[src/rtl/agc_pkg.sv]
// Constants shared by the AGC error block and the AGC gain-apply block.
package agc_pkg;

  localparam int unsigned AGC_GFRAC      = 14;
  localparam int unsigned AGC_UNITY_GAIN = 1 << AGC_GFRAC;
  localparam int unsigned AGC_LOG2_WIN   = 6;
  localparam int unsigned AGC_LWIDTH     = 30;

endpackage

[src/rtl/agc_level_detector.sv]
// Windowed mean-magnitude detector: averages |sample| over 2^LOG2_WIN valid samples.
module agc_level_detector
  import agc_pkg::*;
#(
  parameter int unsigned DINWIDTH = 16,
  parameter int unsigned LOG2_WIN = AGC_LOG2_WIN,
  parameter int unsigned LWIDTH   = AGC_LWIDTH
) (
  input  logic                       clk,
  input  logic                       rst_n,
  input  logic signed [DINWIDTH-1:0] sample,
  input  logic                       valid,
  output logic        [LWIDTH-1:0]   level,
  output logic                       strobe
);

  localparam int unsigned AW = DINWIDTH + LOG2_WIN;

  logic [DINWIDTH-1:0] mag_c;
  logic [AW-1:0]       sum_c;
  logic [AW-1:0]       acc_q;
  logic [LOG2_WIN-1:0] cnt_q;

  // Magnitude fits unsigned DINWIDTH bits, so the most negative input maps to 2^(DINWIDTH-1).
  always_comb begin
    mag_c = sample[DINWIDTH-1] ? DINWIDTH'(-sample) : DINWIDTH'(sample);
    sum_c = acc_q + AW'(mag_c);
  end

  // Accumulate a full window; the closing sample publishes the mean and restarts the window.
  always_ff @(posedge clk) begin
    if (!rst_n) begin
      acc_q  <= '0;
      cnt_q  <= '0;
      level  <= '0;
      strobe <= 1'b0;
    end else begin
      strobe <= 1'b0;
      if (valid) begin
        if (cnt_q == '1) begin
          level  <= LWIDTH'(sum_c[AW-1:LOG2_WIN]);
          strobe <= 1'b1;
          acc_q  <= '0;
          cnt_q  <= '0;
        end else begin
          acc_q  <= sum_c;
          cnt_q  <= cnt_q + LOG2_WIN'(1);
        end
      end
    end
  end

endmodule

[src/rtl/agc_gain_apply.sv]
// AGC gain stage: clamps the error word to a gain, applies it with rounding/saturation,
// and reports the output level back to the error block.
module agc_gain_apply
  import agc_pkg::*;
#(
  parameter int unsigned DINWIDTH = 16,
  parameter int unsigned ERRWIDTH = 48,
  parameter int unsigned GWIDTH   = 18,
  parameter int unsigned GFRAC    = AGC_GFRAC,
  parameter int unsigned GSHIFT   = 20,
  parameter int unsigned LOG2_WIN = AGC_LOG2_WIN,
  parameter int unsigned LWIDTH   = AGC_LWIDTH
) (
  input  logic                       clk,
  input  logic                       rst_n,
  input  logic signed [DINWIDTH-1:0] Data_In,
  input  logic                       Valid_In,
  input  logic signed [ERRWIDTH-1:0] Gain_In,
  input  logic                       Gain_Valid,
  output logic signed [DINWIDTH-1:0] Data_Out,
  output logic                       Valid_Out,
  output logic                       Sat_Out,
  output logic        [LWIDTH-1:0]   Level_Out,
  output logic                       Level_Valid
);

  localparam int unsigned PW = DINWIDTH + GWIDTH + 1;
  localparam int unsigned SW = PW - GFRAC;
  localparam logic [GWIDTH-1:0]          UNITY = GWIDTH'(1) << GFRAC;
  localparam logic signed [PW-1:0]       RND   = PW'(1) << (GFRAC - 1);
  localparam logic signed [DINWIDTH-1:0] SMAX  = {1'b0, {(DINWIDTH-1){1'b1}}};
  localparam logic signed [DINWIDTH-1:0] SMIN  = {1'b1, {(DINWIDTH-1){1'b0}}};

  logic signed [ERRWIDTH-1:0] gain_shift_c;
  logic        [GWIDTH-1:0]   gain_clamp_c;
  logic        [GWIDTH-1:0]   gain_q;
  logic signed [PW-1:0]       prod_c;
  logic signed [PW-1:0]       prod_q;
  logic signed [SW-1:0]       scaled_q;
  logic                       v1_q;
  logic                       v2_q;
  logic                       ovf_c;

  // Extract the gain from the error word and clamp it to [0, 2^GWIDTH-1].
  always_comb begin
    gain_shift_c = Gain_In >>> GSHIFT;
    gain_clamp_c = gain_shift_c[GWIDTH-1:0];
    if (gain_shift_c[ERRWIDTH-1]) begin
      gain_clamp_c = '0;
    end else if (|gain_shift_c[ERRWIDTH-2:GWIDTH]) begin
      gain_clamp_c = '1;
    end
  end

  // Gain register; a sample accepted on the update edge still multiplies by the old value.
  always_ff @(posedge clk) begin
    if (!rst_n) begin
      gain_q <= UNITY;
    end else if (Gain_Valid) begin
      gain_q <= gain_clamp_c;
    end
  end

  // Signed sample times zero-extended gain, full precision.
  assign prod_c = PW'(Data_In) * PW'($signed({1'b0, gain_q}));

  // Stage 1 registers the product so it maps onto one multiplier block.
  always_ff @(posedge clk) begin
    if (!rst_n) begin
      v1_q   <= 1'b0;
      prod_q <= '0;
    end else begin
      v1_q   <= Valid_In;
      prod_q <= prod_c;
    end
  end

  // Stage 2: round half up and drop the fractional bits.
  always_ff @(posedge clk) begin
    if (!rst_n) begin
      v2_q     <= 1'b0;
      scaled_q <= '0;
    end else begin
      v2_q     <= v1_q;
      scaled_q <= SW'((prod_q + RND) >>> GFRAC);
    end
  end

  // Overflow when the bits above the output sign are not all copies of it.
  assign ovf_c = !((&scaled_q[SW-1:DINWIDTH-1]) || !(|scaled_q[SW-1:DINWIDTH-1]));

  // Stage 3: saturate; data and flag hold while no sample is emitted.
  always_ff @(posedge clk) begin
    if (!rst_n) begin
      Valid_Out <= 1'b0;
      Data_Out  <= '0;
      Sat_Out   <= 1'b0;
    end else begin
      Valid_Out <= v2_q;
      if (v2_q) begin
        Sat_Out <= ovf_c;
        if (ovf_c) begin
          Data_Out <= scaled_q[SW-1] ? SMIN : SMAX;
        end else begin
          Data_Out <= scaled_q[DINWIDTH-1:0];
        end
      end
    end
  end

  agc_level_detector #(
    .DINWIDTH (DINWIDTH),
    .LOG2_WIN (LOG2_WIN),
    .LWIDTH   (LWIDTH)
  ) u_level (
    .clk    (clk),
    .rst_n  (rst_n),
    .sample (Data_Out),
    .valid  (Valid_Out),
    .level  (Level_Out),
    .strobe (Level_Valid)
  );

endmodule
[config.mk]
export PLATFORM = sky130hd
export DESIGN_NAME = agc_gain_apply
export DESIGN_NICKNAME = d
export VERILOG_FILES = /design/src/rtl/agc_pkg.sv /design/src/rtl/agc_level_detector.sv /design/src/rtl/agc_gain_apply.sv
export SDC_FILE = /design/constraint.sdc
export NUM_CORES = 1
export LEC_CHECK = 0
export ABC_AREA = 1
export CORE_ASPECT_RATIO = 0.7
export CORE_MARGIN = 1.5
export CORE_UTILIZATION = 60
export CTS_CLUSTER_SIZE = 25
export DETAILED_ROUTE_END_ITERATION = 8
export MAX_ROUTING_LAYER = met4
export PLACE_DENSITY = 0.82
export SYNTH_ARGS = -nofsm -noshare
export SYNTH_HDL_FRONTEND = slang
export SYNTH_SLANG_ARGS = --single-unit
[constraint.sdc]
create_clock -name clk -period 17.8 [get_ports clk]
set_input_delay 3.56 -clock clk [delete_from_list [all_inputs] [get_ports clk]]
set_output_delay 3.56 -clock clk [all_outputs]
set_load 0.02 [all_outputs]
==> metrics.txt <==
outcome=finished, final reports clean; Final GP Congestion=0.9797; initial antenna violation count=0; row cnt=50; maximum vdd ir drop=0.1140 mV; die area=0.02837 mm^2; commonest non-fill, non-tap cell in the layout=nand2_1; top post-synthesis cells by area=fa_1 27%, dfxtp_1 15%, nand2_1 14%; Startpoint Class=input port; die height=141.4 um; post-synthesis sequential area ratio=15.37%; hold_buf cts=0; Setup CP Type=in2reg; CP max stage delay=1.07 ns; Leak Pwr=0.009602 uW; vias per inst=5.422; core area=0.02678 mm^2; Die X=200.7 um; RSZ-0062 raised after global routing=false; crit-path most repeated cell=fa_1; pins over their slew limit=0; EDFF count, synth=0; post-cts gate resize count=0; CTS tree=built; CP endpoint kind=register; crit-path cells=clkdlybuf4s50_1 -> nand2_1 -> fa_1 -> inv_1 -> fa_1 -> fa_1 -> fa_1 -> fa_1 -> inv_1 -> fa_1 -> inv_1 -> ha_1 -> a21oi_1 -> o21ai_0 -> nand2_1 -> nand2_1 -> a21oi_1 -> nand3_1 -> nand2_1 -> nor2_1; most frequent cells in the layout=620 x nand2_1, 508 x inv_1, 222 x fa_1; Total GRT Usage=32.36%; Max Freq=106.4 MHz; postcts setup bufs=0; DP Wirelength=33150 um; Pre-antenna DRT Iters=6; Initial Util=61.29%; routed len/inst=15.64 um; Design Power=1810 uW; CTS Root Cell=clkbuf_16; Total Nets Final=2741; final setup fails=0; Fillers=2273; Netlist cell types=45; Top FF cell, synth=dfxtp_1; Pwr Density=101.2 mW/mm^2; max cap viols=0; CP max stage cell=clkdlybuf4s50_1; cts bufs inserted=17; syn_area_per_cell=7.151 um^2; Yosys top cell by area=fa_1; CP required=18.12 ns; Final period util=52.81%; Core Util, Final=66.79%; Routed Wire Length=41980 um; ys async rst share=0%; CTS Buffer Depth=2; Slew HR=26.25%; YS warnings=0; Slew @ Worst Pin=1.100 ns; worst hold-check path type=reg2reg; Clock transition at path regs=0.06 ns; first-pass GRT wire length=71820 um; DRC errors left=0; Clock Latency Late Sink=0.43 ns; Hold Fails Final Rpt=0; # diodes=0; Synth top area share=27.08%; peak fanout along the critical path=18; post-synthesis register bit count=126; share of layout cells above drive strength 1=3.188%; CTS Sinks=126; number of I/O pins=117; DRT iter0 DRCs=1347; vias in the first global route=15.00k; Final ANT Viol Nets=0; minimum clock period=9.400 ns; Worst EP arrival=9.72 ns; via count=14.56k; PortBufs=82; H-tree depth=4; final setup skew=0.01018 ns; synth-to-layout area growth=8.973%; GRT overflow=0; post-synthesis cell area=0.01641 mm^2; Cells after Synth=2295; largest net degree at the start of global routing=60; total negative slack=0 ns
==> registers in the layout, summed over array words and instances (netlist names) <==
name	cells
u_level.cnt_q	6
u_level.acc_q	22
u_level.level	16
u_level.strobe	1
Data_Out	16
v2_q	1
gain_q	18
scaled_q	21
Sat_Out	1
Valid_Out	1
prod_q	22
v1_q	1
==> path summary, 6_finish.rpt <==
kind,endpoint,cells after the start,start,slack [ns]
setup / recovery,prod_q[31],20,Data_In[9],8.40
hold / removal,v2_q,2,v1_q,0.41
setup reg to reg,prod_q[34],21,gain_q[2],11.68
hold reg to reg,v2_q,2,v1_q,0.41
==> Yosys cell counts (6+ instances only) <==
master      n
nor3_1     20
inv_1     509
dfxtp_1   126
or2_2      10
nand2_2     6
xor2_1     11
a21oi_1   137
fa_1      222
nand4_1     9
xnor2_1    14
nand3b_1    7
clkbuf_1   78
buf_4      18
o21ai_0    81
ha_1      142
nor2_1    139
nand3_1    81
nand2_1   620
==> cell families (layout without fill, tap and decap cells) <==
group / Yosys count / count (layout) / share of synthesized area (%)
other: 1 / 14 / 0.02285
buffers and inverters: 619 / 632 / 14.60
flip-flops: 126 / 126 / 15.37
XOR/XNOR: 25 / 25 / 1.334
AND/OR/NAND/NOR: 925 / 925 / 23.37
adder cells (fa/ha/maj): 364 / 364 / 37.90
AO/OA/AOI/OAI: 235 / 235 / 7.395
==> per-stage QoR <==
| stage | hold slack (ns) | area, um^2 | instances | setup slack [ns] |
|---|---|---|---|---|
| 2_1_floorplan | 0.3905 | 16460 | 2308 | 9.126 |
| 3_3_place_gp | 0.4022 | 17300 | 2654 | 8.193 |
| 3_5_place_dp | 0.3998 | 17300 | 2654 | 8.075 |
| 4_1_cts | 0.4137 | 17880 | 2685 | 8.518 |
| 5_1_grt | 0.4590 | 17880 | 2685 | 8.123 |
| 6_report | 0.4116 | 17880 | 2685 | 8.400 |
==> power breakdown <==
| part | leakage, uW | internal [uW] | total, uW | switching, uW |
|---|---|---|---|---|
| Sequential | 0.00103 | 320 | 364 | 44.3 |
| Combinational | 0.00830 | 380 | 1090 | 712 |
| Clock | 0.000270 | 211 | 354 | 143 |
==> layer usage <==
layer  vias to the layer above  share of wire [%]  global-route usage, %
li1                       6857                  -                      -
met2                       651                 45                  50.66
met1                      6980                 44                  44.04
met5                         -                  0                      -
met4                         0                1.9                  9.141
met3                        69                9.0                  4.892
==> critical path, delay by kind of cell <==
family | cells | cell delay (ns)
adder cells (fa/ha/maj) | 7 | 3.54
buffers and inverters | 4 | 1.23
AO/OA/AOI/OAI | 3 | 0.77
AND/OR/NAND/NOR | 6 | 0.61
==> final cells by class <==
type                            count  area [um^2]  area share, %
Tap cell                          364        455.4          2.547
Clock inverter                     11        133.9         0.7486
Inverter                          515         1933          10.81
Sequential cell                   126         2522          14.10
Clock buffer                       20        446.7          2.498
Multi-Input combinational cell   1563        11540          64.54
Timing Repair Buffer               86        850.8          4.757
Power figures use the tool's default switching activity.
